--- config.mk ---
export PLATFORM = sky130hd
export DESIGN_NAME = seg7_bcd_dec
export DESIGN_NICKNAME = d
export VERILOG_FILES = /design/src/rtl/seg7_readback_checker.sv
export SDC_FILE = /design/constraint.sdc
export NUM_CORES = 1
export LEC_CHECK = 0
export BUFFER_PORTS_ARGS = -buffer_cell sky130_fd_sc_hd__buf_2
export CORE_AREA = 4 4 41 43
export DETAILED_ROUTE_END_ITERATION = 10
export DIE_AREA = 0 0 45 47
export GPL_TIMING_DRIVEN = 0
export PLACE_DENSITY = 0.4
export SLEW_MARGIN = 20
export SYNTH_ARGS = -nofsm -noshare
export SYNTH_HDL_FRONTEND = slang
export SYNTH_SLANG_ARGS = --single-unit
--- constraint.sdc ---
create_clock -name vclk -period 1.5
set_clock_uncertainty 0.15 [all_clocks]
set_input_delay 0.3 -clock vclk [all_inputs]
set_output_delay 0.3 -clock vclk [all_outputs]
set_load 0.02 [all_outputs]
--- src/rtl/seg7_readback_checker.sv ---
// Seven-segment readback checker: decodes four digit buses back to BCD and
// checks the displayed count increments by one. SEG_ACTIVE_HIGH_EN selects active-high pins.
`timescale 1ns/1ps

module seg7_bcd_dec (
  input  logic [6:0] seg,
  output logic [3:0] digit,
  output logic       ok
);
  always_comb begin
    ok    = 1'b1;
    digit = 4'd0;
    case (seg)
      7'h40: digit = 4'd0;
      7'h79: digit = 4'd1;
      7'h24: digit = 4'd2;
      7'h30: digit = 4'd3;
      7'h19: digit = 4'd4;
      7'h12: digit = 4'd5;
      7'h02: digit = 4'd6;
      7'h78: digit = 4'd7;
      7'h00: digit = 4'd8;
      7'h18: digit = 4'd9;
      default: ok = 1'b0;
    endcase
  end
endmodule


Word level (Yosys, flattened, before mapping)
Cells that the tools add are included.
Widths: inputs -> output; s select.
{"block": "word_totals", "inputBits": 7, "elab_cells": 13, "ff_bits": 0}
{"block": "classes", "n_mux": 2, "eq_ne": 9, "reduce_logical": 2}
{"operator": "$pmux 4 s9", "count": 1}
{"operator": "$eq 7x5->1 const B", "count": 3}
{"operator": "$eq 7x7->1 const B", "count": 3}
{"operator": "$eq 7x6->1 const B", "count": 2}
{"operator": "$reduce_or 10->1", "count": 1}
{"operator": "$eq 7x2->1 const B", "count": 1}
{"operator": "$logic_not 7->1", "count": 1}
{"operator": "$mux 1", "count": 1}

Logic depth before layout (Yosys ltp)
Gate-level depths: netlist of run 1.
{"block": "depth", "depth_word": 3, "depth_mapped": 4, "ltp_nobuf": 3}

Least setup slack after synthesis of run 1
Ideal clock, no wire load.
{"block": "synth_path", "kind": "input -> output", "start": "input port seg[5]", "end": "output port digit[3]", "required_ns": 1.050, "n_path_buf": 1, "cell_stages": 3, "slack_ns": -0.433, "t_arrival_ns": 1.483, "path_cell_list": "buf_6 > or3_1 > nor4_1"}
{"block": "synth_between", "elab_chain_cells": 2, "word_cells_on_any_way": 10, "cone_classes": "eq/ne (8); mux (1); reduce/logical (1)"}
{"item": "start: declaration", "line": "6", "text": "input logic [6:0] seg,"}
{"item": "$eq 7x5->1 (tied with other cells)", "line": "13", "text": "case (seg)"}
{"item": "$pmux 4 s9 *", "line": "13"}
{"item": "end: declaration", "line": "7", "text": "output logic [3:0] digit,"}
Mark *: on every way between the ends. The rest lies on a longest branch, timed or not.

Worst setup path after layout of run 1
{"block": "layout_path", "start": "input port seg[3]", "end": "output port ok"}
{"block": "layout_between", "elab_chain_cells": 3, "word_cells_on_any_way": 12, "cone_classes": "eq/ne (9); mux (1); reduce/logical (2)"}
{"item": "$eq 7x5->1 (tied with other cells)", "line": "13"}
{"item": "$reduce_or 10->1 (no line) *"}
{"item": "$mux 1 *", "line": "13"}
{"item": "end: declaration", "line": "8", "text": "output logic ok"}
Marks and branches as above.

==> run_summary.xml, run 1 <==
<?xml version="1.0" encoding="UTF-8"?>
<metrics>
  <group name="sta">
    <metric name="min_period_over_period" unit="%">114.4</metric>
    <metric name="layout_min_cycle_time" unit="ns">1.715</metric>
    <metric name="final.setup.tns" unit="ns">-0.9648</metric>
    <metric name="max_freq" unit="MHz">582.9</metric>
    <metric name="finalSetupViolCount" unit="">5</metric>
    <metric name="slew_violations" unit="">0</metric>
    <metric name="tightest_slew" unit="ns">0.2472</metric>
    <metric name="maxSlewHeadroom" unit="%">83.41</metric>
    <metric name="final-hold-violation-count" unit="">0</metric>
    <metric name="grt_setup_unrepaired" unit="">true</metric>
    <metric name="post-route-worst-setup-slack" unit="ns">-0.2155</metric>
  </group>
  <group name="power">
    <metric name="powerDensity" unit="nW/um^2">231.0</metric>
    <metric name="total_leakage_power" unit="nW">0.1997</metric>
    <metric name="ir_worst_vdd" unit="mV">0.1020</metric>
  </group>
  <group name="die">
    <metric name="initial_core_util" unit="%">16.83</metric>
    <metric name="design.core.area" unit="um^2">1301</metric>
    <metric name="die-width" unit="um">45</metric>
    <metric name="rows" unit="">13</metric>
    <metric name="die_area" unit="um^2">2115</metric>
    <metric name="io_pins" unit="">12</metric>
    <metric name="die_y_extent" unit="um">47</metric>
  </group>
  <group name="drt">
    <metric name="route.vias.total" unit="">288</metric>
    <metric name="vias_per_cell" unit="">4.800</metric>
    <metric name="post-route-drc-count" unit="">0</metric>
    <metric name="drt_pass1_iterations" unit="">2</metric>
    <metric name="drtIter0Drc" unit="">2</metric>
    <metric name="wire_per_inst" unit="um">11.72</metric>
    <metric name="route.antenna.remaining_nets" unit="">0</metric>
    <metric name="totalWireLength" unit="um">703</metric>
  </group>
  <group name="grt">
    <metric name="global_route.overflow_total" unit="">0</metric>
    <metric name="wire_length_of_the_first_global_routing_pass" unit="mm">1.242</metric>
    <metric name="grt_use_total" unit="%">7.402</metric>
    <metric name="number_of_global_route_vias_before_repair" unit="">300</metric>
    <metric name="initial_antenna_violation_count" unit="">0</metric>
    <metric name="largest_net_degree_at_the_start_of_global_routing" unit="">9</metric>
  </group>
  <group name="yosys">
    <metric name="yosys_warnings" unit="">0</metric>
    <metric name="syn_area_per_cell" unit="um^2">6.843</metric>
    <metric name="synth.top_cell.area_share" unit="%">8.571</metric>
    <metric name="post_synth_num_cell_types" unit="">23</metric>
    <metric name="postSynthCellCount" unit="">32</metric>
    <metric name="synth_nets" unit="">39</metric>
    <metric name="post_synth_main_area_contributors" unit="">nor4_1 8.6%, xor2_1 8.0%, and4b_2 5.1%</metric>
    <metric name="yosys.area.top_type" unit="">nor4_1</metric>
    <metric name="total_standard_cell_area_after_synthesis" unit="um^2">219.0</metric>
    <metric name="synth-seq-area-share" unit="%">0</metric>
  </group>
  <group name="clocking">
    <metric name="hold_buffers" unit="">0</metric>
  </group>
  <group name="layout">
    <metric name="fin_nets" unit="">54</metric>
    <metric name="areaGrowthSynthToFinish" unit="%">116.0</metric>
    <metric name="multi_input_comb_area" unit="um^2">269.0</metric>
    <metric name="finalInstanceArea" unit="um^2">473.0</metric>
    <metric name="layout-drive-gt1-share" unit="%">62.22</metric>
    <metric name="insertedDiodeCount" unit="">0</metric>
    <metric name="register_area" unit="um^2">0</metric>
    <metric name="nClkBuffers" unit="">0</metric>
    <metric name="filler_cell_count" unit="">139</metric>
    <metric name="final_core_utilization" unit="%">36.35</metric>
    <metric name="nFlopsAndLatches" unit="">0</metric>
  </group>
  <group name="setup_path">
    <metric name="cpMaxStageDelayCell" unit="">or3b_4</metric>
    <metric name="cp_top_family" unit="">simple AND/OR/NAND/NOR gates</metric>
    <metric name="timing.setup.critical_path_class" unit="">input port to output pin</metric>
    <metric name="cp.required" unit="ns">1.05</metric>
    <metric name="critical_path_sink_type" unit="">output pin</metric>
    <metric name="cp.buffers_inverters" unit="">2</metric>
    <metric name="timing.critical_path.slowest_cell_delay" unit="ns">0.42</metric>
    <metric name="critical_path_maximum_fanout" unit="">5</metric>
    <metric name="sequence_of_cells_on_the_critical_path" unit="">buf_12 -&gt; or3b_4 -&gt; a21o_1 -&gt; o311ai_4 -&gt; buf_6</metric>
    <metric name="critical_path.startpoint_type" unit="">input port</metric>
    <metric name="worst-endpoint-arrival" unit="ns">1.27</metric>
  </group>
  <group name="placement">
    <metric name="placement.io_buffers" unit="">9</metric>
    <metric name="gpl.final_weighted_congestion" unit="">0.7677</metric>
    <metric name="place_hpwl" unit="um">546</metric>
    <metric name="postPlaceCellArea" unit="um^2">369.1</metric>
  </group>
  <group name="run">
    <metric name="max_cap_violations" unit="">0</metric>
  </group>
  <group name="status">
    <metric name="outcome" unit="">finished with violations</metric>
    <metric name="violations" unit="">setup timing</metric>
  </group>
  <group name="worst_hold_path">
    <metric name="worstHoldPathType" unit="">input port to output pin</metric>
  </group>
</metrics>
power breakdown:
| group | switching, mW | internal, mW | total (mW) | leakage (nW) |
|---|---|---|---|---|
| clock network | 0 | 0 | 0 | 0 |
| logic | 0.0519 | 0.0574 | 0.109 | 0.200 |
| registers | 0 | 0 | 0 | 0 |
Yosys cell counts, drive strengths merged (2+ instances only):
| cell type | number |
|---|---|
| nor3 | 2 |
| and4b | 2 |
| nor2 | 3 |
| xor2 | 2 |
| nor4 | 3 |
| buf | 3 |
| nand2 | 2 |
| inv | 2 |
| a21oi | 2 |
worst paths after layout:
path	from	end	slack, ns	cells after the start
worst max-delay path	seg[3]	ok	-0.22	5
worst min-delay path	seg[1]	digit[3]	0.75	3
stage by stage:
| step | hold WS [ns] | worst slack [ns] | total power, mW | instances |
|---|---|---|---|---|
| final | 0.7472 | -0.2155 | 0.1093 | 60 |
| after global routing | 0.7594 | -0.2486 | 0.1182 | 60 |
| after CTS | 0.7501 | -0.2405 | 0.1047 | 59 |
| after global placement | 0.8176 | -0.3733 | 0.08347 | 56 |
| after floorplan | 0.4870 | -0.1266 | 0.05930 | 32 |
| after detailed placement | 0.8201 | -0.3748 | 0.08418 | 56 |
final cells by class:
cell class	count	area share, %
repair buffers	13	27.78
plain buffers	3	9.788
well taps	15	3.968
multi-input cells	27	56.88
inverters	2	1.587
cell families (layout without fill, tap and decap cells):
kind of cell / count (synthesis) / in the layout / synth area share, %
xor gates and xnor gates: 3 / 3 / 12.00
buffers and inverters: 5 / 18 / 13.14
AOI/OAI and AO/OA: 7 / 7 / 22.86
and+or+nand+nor: 17 / 17 / 52.00
layer usage:
layer | vias to the layer above | track usage, % | part of all wire [%]
li1 | 149 | - | -
met1 | 133 | 9.910 | 42
met2 | 6 | 14.12 | 54
met3 | 0 | 0 | 4.3
met4 | 0 | 0 | 0
met5 | - | 0 | 0
timing repair:
item                                    in CTS  in global routing
resized for setup                           20                  3
endpoints found under the setup margin       5                  5
setup buffers                                3                  1
pin swaps                                    6                  4
cells in the final DEF (no fill, tap or decap):
| master | synthesis | final |
|---|---|---|
| buf_6 | 1 | 8 |
| buf_4 | 0 | 5 |
| nor2_1 | 3 | 3 |
| buf_8 | 0 | 2 |
| a21oi_2 | 0 | 2 |
| nor3_2 | 1 | 2 |
| nor4_1 | 3 | 2 |
| inv_1 | 2 | 2 |
| or3_4 | 0 | 1 |
| buf_12 | 0 | 1 |
| xor2_1 | 2 | 1 |
| nor4_4 | 0 | 1 |
| or3b_4 | 1 | 1 |
| nand4b_1 | 1 | 1 |
| a21o_1 | 1 | 1 |
| and4b_1 | 1 | 1 |
| nand3_1 | 1 | 1 |
| nand2_2 | 0 | 1 |
| nand2_1 | 2 | 1 |
| xor2_2 | 0 | 1 |
| o32ai_4 | 0 | 1 |
| xnor2_1 | 1 | 1 |
| and4b_2 | 1 | 1 |
| o311a_1 | 1 | 1 |
| and3b_1 | 1 | 1 |
| o21ai_1 | 0 | 1 |
| o311ai_4 | 0 | 1 |
(Power assumes the default switching activity.)
==> inputs of run 2 (changes only) <==
==> constraint.sdc (replaced) <==
create_clock -name vclk -period 1.5
set_clock_uncertainty 0.15 [all_clocks]
set_input_delay 0.15 -clock vclk [all_inputs]
set_output_delay 0.15 -clock vclk [all_outputs]
set_load 0.02 [all_outputs]
==> run 2 against run 1 <==
Against the previous run: maximum frequency increased by 19%; critical path depth unchanged; cell count decreased by 6.7%; largest cell class unchanged; sequential share of layout area unchanged; total power decreased by 34%; global-route usage decreased by 1.3 points; hold slack got worse by 0.30 ns; first-iteration DRC count unchanged; wire length decreased by 16%; the run now ends clean; non-clock buffer count decreased by 4; die area unchanged; combinational power decreased by 34%.
==> run_summary.xml, run 2 (synthesis gave the netlist of run 1 again) <==
<?xml version="1.0" encoding="UTF-8"?>
<metrics>
  <group name="sta">
    <metric name="maxSlewHeadroom" unit="%">82.95</metric>
    <metric name="slew_violations" unit="">0</metric>
    <metric name="min_period_over_period" unit="%">96.24</metric>
    <metric name="final-hold-violation-count" unit="">0</metric>
    <metric name="max_freq" unit="MHz">692.7</metric>
    <metric name="layout_min_cycle_time" unit="ns">1.444</metric>
    <metric name="grt_setup_unrepaired" unit="">false</metric>
    <metric name="finalSetupViolCount" unit="">0</metric>
    <metric name="tightest_slew" unit="ns">0.2534</metric>
    <metric name="post-route-worst-setup-slack" unit="ns">0.05637</metric>
  </group>
  <group name="layout">
    <metric name="layout_commonest_cell" unit="">buf_2</metric>
    <metric name="areaGrowthSynthToFinish" unit="%">50.29</metric>
    <metric name="register_area" unit="um^2">0</metric>
    <metric name="nFlopsAndLatches" unit="">0</metric>
    <metric name="fin_nets" unit="">50</metric>
    <metric name="filler_cell_count" unit="">164</metric>
    <metric name="leading_cell_types_in_the_layout_fill_and_taps_excluded" unit="">6 x buf_2, 3 x buf_6, 3 x nor2_1, 3 x buf_4</metric>
    <metric name="insertedDiodeCount" unit="">0</metric>
    <metric name="layout-drive-gt1-share" unit="%">46.34</metric>
    <metric name="nClkBuffers" unit="">0</metric>
    <metric name="final-instance-count-excl-fill" unit="">56</metric>
  </group>
  <group name="power">
    <metric name="powerDensity" unit="nW/um^2">219.6</metric>
    <metric name="ir_worst_vdd" unit="mV">0.07012</metric>
    <metric name="total_leakage_power" unit="nW">0.1482</metric>
  </group>
  <group name="drt">
    <metric name="vias_per_cell" unit="">4.804</metric>
    <metric name="totalWireLength" unit="um">594</metric>
    <metric name="wirelength_met1" unit="um">293</metric>
    <metric name="drtIter0Drc" unit="">2</metric>
    <metric name="met3RoutedLength" unit="um">28</metric>
    <metric name="wire_per_inst" unit="um">10.61</metric>
    <metric name="route.vias.total" unit="">269</metric>
    <metric name="post-route-drc-count" unit="">0</metric>
    <metric name="route.antenna.remaining_nets" unit="">0</metric>
    <metric name="route.met2.wl" unit="um">271</metric>
    <metric name="top_layer_used" unit="">met3</metric>
    <metric name="drt_pass1_iterations" unit="">2</metric>
  </group>
  <group name="setup_path">
    <metric name="timing.setup.critical_path_class" unit="">input port to output pin</metric>
    <metric name="startpoint" unit="">seg[0]</metric>
    <metric name="critPathCapture" unit="">ok</metric>
    <metric name="worst-endpoint-arrival" unit="ns">1.14</metric>
    <metric name="critical_path_sink_type" unit="">output pin</metric>
    <metric name="cp.required" unit="ns">1.20</metric>
    <metric name="critical_path_maximum_fanout" unit="">7</metric>
    <metric name="critical_path.startpoint_type" unit="">input port</metric>
  </group>
  <group name="die">
    <metric name="die-width" unit="um">45</metric>
    <metric name="rows" unit="">13</metric>
    <metric name="initial_core_util" unit="%">16.83</metric>
    <metric name="design.core.area" unit="um^2">1301</metric>
    <metric name="io_pins" unit="">12</metric>
    <metric name="die_y_extent" unit="um">47</metric>
    <metric name="die_area" unit="um^2">2115</metric>
  </group>
  <group name="placement">
    <metric name="dp_cells" unit="">56</metric>
    <metric name="pre_cts_ws" unit="ns">-0.01526</metric>
    <metric name="place_hpwl" unit="um">479.9</metric>
    <metric name="placement.io_buffers" unit="">9</metric>
    <metric name="gpl.final_weighted_congestion" unit="">0.7144</metric>
  </group>
  <group name="grt">
    <metric name="largest_net_degree_at_the_start_of_global_routing" unit="">11</metric>
    <metric name="initial_antenna_violation_count" unit="">0</metric>
    <metric name="global_route.overflow_total" unit="">0</metric>
    <metric name="number_of_global_route_vias_before_repair" unit="">251</metric>
    <metric name="grt_use_total" unit="%">6.058</metric>
    <metric name="wire_length_of_the_first_global_routing_pass" unit="mm">1.041</metric>
  </group>
  <group name="clocking">
    <metric name="cts_post_setup_buffers_inserted" unit="">0</metric>
    <metric name="hold_buffers" unit="">0</metric>
  </group>
  <group name="status">
    <metric name="outcome" unit="">completed</metric>
  </group>
  <group name="run">
    <metric name="max_cap_violations" unit="">0</metric>
  </group>
  <group name="worst_hold_path">
    <metric name="worstHoldPathType" unit="">input port to output pin</metric>
  </group>
</metrics>
[run 2: cell types whose count changed in the layout (fill, tap and decap cells not counted), moves of 2 or more]
cell	previous run	this run
a21oi_1	0	2
a21oi_2	2	0
buf_2	0	6
buf_4	5	3
buf_6	8	3
buf_8	2	0
[run 2: what timing repair did]
item / CTS / global route
endpoints found under the setup margin: 2 / 2
gates resized for setup: 2 / 10
pin swaps: 0 / 3
[run 2: stage by stage]
stage	instance area, um^2	util, %	TNS [ns]	hold WS [ns]	total power, mW
final	329.1	25.29	0	0.4433	0.07226
after global routing	329.1	25.29	0	0.4678	0.07956
after CTS	304.0	23.37	0	0.5204	0.06628
after global placement	296.5	22.79	-0.01495	0.5230	0.06574
after floorplan	232.7	-	0	0.2023	0.04277
after detailed placement	296.5	22.79	-0.02531	0.5252	0.06468
[run 2: how the worst min path moves through the flow]
stage	startpoint	endpoint	slack [ns]	cells after the start
finish	seg[1]	digit[3]	0.44	3
global route	seg[1]	digit[3]	0.47	3
CTS	seg[1]	digit[3]	0.52	3
detailed placement	seg[1]	digit[3]	0.53	3
global placement	seg[5]	digit[2]	0.52	4
floorplan	seg[1]	digit[3]	0.20	1
[run 2: layout make-up]
type,count,area [um^2],share of cell area [%]
Multi-Input combinational cell,27,216.5,65.78
Timing Repair Buffer,9,58.81,17.87
Buffer,3,27.53,8.365
Tap cell,15,18.77,5.703
Inverter,2,7.507,2.281
[run 2: worst max-delay path: stages]
cell and delay [ns]:
buf_4 0.14, or3b_4 0.39, a21o_1 0.21, o311ai_2 0.07, buf_4 0.18
[run 2: where the power goes]
part           internal, mW  switching, mW  leakage (nW)  total, mW
clock network             0              0             0          0
registers                 0              0             0          0
logic                0.0330         0.0393         0.148     0.0723
[run 2: metal layers]
metal | vias to the layer above | GRT usage, %
met5 | - | 0
met3 | 0 | 0
li1 | 142 | -
met2 | 7 | 11.02
met4 | 0 | 0
met1 | 120 | 8.539
==> inputs of run 3 (changes only) <==
--- a/config.mk
+++ b/config.mk
@@ -6,11 +6,14 @@
 export NUM_CORES = 1
 export LEC_CHECK = 0
 export BUFFER_PORTS_ARGS = -buffer_cell sky130_fd_sc_hd__buf_2
+export CAP_MARGIN = 20
+export CELL_PAD_IN_SITES_DETAIL_PLACEMENT = 0
+export CELL_PAD_IN_SITES_GLOBAL_PLACEMENT = 1
 export CORE_AREA = 4 4 41 43
 export DETAILED_ROUTE_END_ITERATION = 10
 export DIE_AREA = 0 0 45 47
 export GPL_TIMING_DRIVEN = 0
-export PLACE_DENSITY = 0.4
+export PLACE_DENSITY = 0.53
 export SLEW_MARGIN = 20
 export SYNTH_ARGS = -nofsm -noshare
 export SYNTH_HDL_FRONTEND = slang
==> run 3 against run 2 <==
Against the previous run: combinational power rose by 1%; hold slack lost 0.0023 ns; maximum frequency decreased by 0.21%; sequential share of layout area unchanged; wire length is 5.9% higher; via count rose by 0.74%; die area stayed put; global-route usage up 0.55 points; critical path depth stayed put; utilization increased by 0.096 points; total power rose by 1.2%; critical path type unchanged; largest cell class unchanged.
==> run_summary.xml, run 3 (synthesis gave the netlist of run 1 again) <==
<?xml version="1.0" encoding="UTF-8"?>
<metrics>
  <group name="status">
    <metric name="outcome" unit="">completed</metric>
  </group>
  <group name="layout">
    <metric name="nFlopsAndLatches" unit="">0</metric>
    <metric name="areaGrowthSynthToFinish" unit="%">50.86</metric>
    <metric name="insertedDiodeCount" unit="">0</metric>
    <metric name="layout-drive-gt1-share" unit="%">46.34</metric>
    <metric name="nClkBuffers" unit="">0</metric>
    <metric name="leading_cell_types_in_the_layout_fill_and_taps_excluded" unit="">7 x buf_2, 4 x buf_6, 3 x nor2_1</metric>
    <metric name="finalInstanceArea" unit="um^2">330.3</metric>
    <metric name="filler_cell_count" unit="">159</metric>
    <metric name="register_area" unit="um^2">0</metric>
    <metric name="fin_nets" unit="">50</metric>
    <metric name="layout_commonest_cell" unit="">buf_2</metric>
  </group>
  <group name="setup_path">
    <metric name="critical_path.startpoint_type" unit="">input port</metric>
    <metric name="cpMaxStageDelayCell" unit="">or3b_4</metric>
    <metric name="sequence_of_cells_on_the_critical_path" unit="">buf_6 -&gt; or3b_4 -&gt; a21o_1 -&gt; o311ai_2 -&gt; buf_4</metric>
    <metric name="worst-endpoint-arrival" unit="ns">1.15</metric>
    <metric name="critical_path_sink_type" unit="">output pin</metric>
    <metric name="timing.critical_path.slowest_cell_delay" unit="ns">0.41</metric>
    <metric name="critical_path_maximum_fanout" unit="">10</metric>
    <metric name="startpoint" unit="">seg[3]</metric>
    <metric name="cp.required" unit="ns">1.20</metric>
    <metric name="timing.setup.critical_path_class" unit="">input port to output pin</metric>
  </group>
  <group name="drt">
    <metric name="drt_pass1_iterations" unit="">2</metric>
    <metric name="route.antenna.remaining_nets" unit="">0</metric>
    <metric name="drtIter0Drc" unit="">2</metric>
    <metric name="vias_per_cell" unit="">4.839</metric>
    <metric name="post-route-drc-count" unit="">0</metric>
    <metric name="totalWireLength" unit="um">629</metric>
    <metric name="wire_per_inst" unit="um">11.23</metric>
    <metric name="route.vias.total" unit="">271</metric>
  </group>
  <group name="sta">
    <metric name="maxSlewHeadroom" unit="%">84.81</metric>
    <metric name="slew_violations" unit="">0</metric>
    <metric name="final-hold-violation-count" unit="">0</metric>
    <metric name="max_freq" unit="MHz">691.2</metric>
    <metric name="tightest_slew" unit="ns">0.2255</metric>
    <metric name="min_period_over_period" unit="%">96.45</metric>
    <metric name="finalSetupViolCount" unit="">0</metric>
    <metric name="layout_min_cycle_time" unit="ns">1.447</metric>
    <metric name="final.setup.tns" unit="ns">0</metric>
    <metric name="grt_setup_unrepaired" unit="">false</metric>
  </group>
  <group name="clocking">
    <metric name="hold_buffers" unit="">0</metric>
    <metric name="cts_post_setup_buffers_inserted" unit="">0</metric>
  </group>
  <group name="worst_hold_path">
    <metric name="whs_path_depth" unit="">3</metric>
    <metric name="worstHoldPathType" unit="">input port to output pin</metric>
    <metric name="min_from" unit="">seg[0]</metric>
  </group>
  <group name="power">
    <metric name="power.share.switching" unit="%">54.11</metric>
    <metric name="ir_worst_vdd" unit="mV">0.08725</metric>
    <metric name="total_leakage_power" unit="nW">0.1495</metric>
    <metric name="powerDensity" unit="nW/um^2">221.5</metric>
    <metric name="power.combinational.fraction" unit="%">100.0</metric>
    <metric name="switching_power" unit="mW">0.03959</metric>
    <metric name="p_clk_share" unit="%">0</metric>
    <metric name="cell_internal_pwr" unit="mW">0.03357</metric>
    <metric name="report.power.total" unit="mW">0.07316</metric>
    <metric name="seq_power_share" unit="%">0</metric>
  </group>
  <group name="die">
    <metric name="io_pins" unit="">12</metric>
    <metric name="die_area" unit="um^2">2115</metric>
    <metric name="rows" unit="">13</metric>
    <metric name="die-width" unit="um">45</metric>
    <metric name="die_y_extent" unit="um">47</metric>
    <metric name="design.core.area" unit="um^2">1301</metric>
    <metric name="initial_core_util" unit="%">16.83</metric>
  </group>
  <group name="grt">
    <metric name="number_of_global_route_vias_before_repair" unit="">260</metric>
    <metric name="grt_use_total" unit="%">6.609</metric>
    <metric name="initial_antenna_violation_count" unit="">0</metric>
    <metric name="largest_net_degree_at_the_start_of_global_routing" unit="">11</metric>
    <metric name="wire_length_of_the_first_global_routing_pass" unit="mm">1.124</metric>
    <metric name="global_route.overflow_total" unit="">0</metric>
  </group>
  <group name="placement">
    <metric name="place_hpwl" unit="um">493.8</metric>
    <metric name="gpl.final_weighted_congestion" unit="">0.7204</metric>
    <metric name="postPlaceCellArea" unit="um^2">296.5</metric>
    <metric name="placement.io_buffers" unit="">9</metric>
  </group>
  <group name="run">
    <metric name="max_cap_violations" unit="">0</metric>
  </group>
</metrics>
run 3: final cells by class:
type / count / area [um^2] / area share [%]
multi-input cells: 27 / 216.5 / 65.53
repair buffers: 9 / 60.06 / 18.18
plain buffers: 3 / 27.53 / 8.333
well taps: 15 / 18.77 / 5.682
inverters: 2 / 7.507 / 2.273
run 3: worst paths after layout:
kind / to / slack [ns]
worst max-delay path: ok / 0.05
worst min-delay path: digit[3] / 0.44
run 3: worst max-delay path, delay by kind of cell:
family	cells	cell delay, ns
and+or+nand+nor	1	0.41
buffers and inverters	2	0.30
AOI/OAI and AO/OA	2	0.28
run 3: timing repair:
action	in CTS	in global routing
cloned	0	0
endpoints found under the setup margin	2	2
gates resized for setup	2	9
pin swaps	0	3
run 3: through the flow:
stage / worst slack [ns] / instances / hold slack, ns / utilization, %
finish: 0.05331 / 56 / 0.4410 / 25.38
global route: 0.003156 / 56 / 0.4621 / 25.38
CTS: 0.009712 / 56 / 0.4797 / 23.37
detailed placement: -0.003928 / 56 / 0.5249 / 22.79
global placement: -0.01674 / 56 / 0.5233 / 22.79
floorplan: 0.01716 / 32 / 0.2023 / -
run 3: per-layer routing:
layer	GRT usage, %	wire (um)
met1	8.539	288
met4	0	0
met5	0	0
met2	12.99	321
met3	0	19
run 3: power by group through the flow:
stage	registers, mW	logic, mW	clock network, mW
floorplan	0	0.0428	0
global placement	0	0.0660	0
detailed placement	0	0.0652	0
CTS	0	0.0674	0
global route	0	0.0808	0
finish	0	0.0732	0
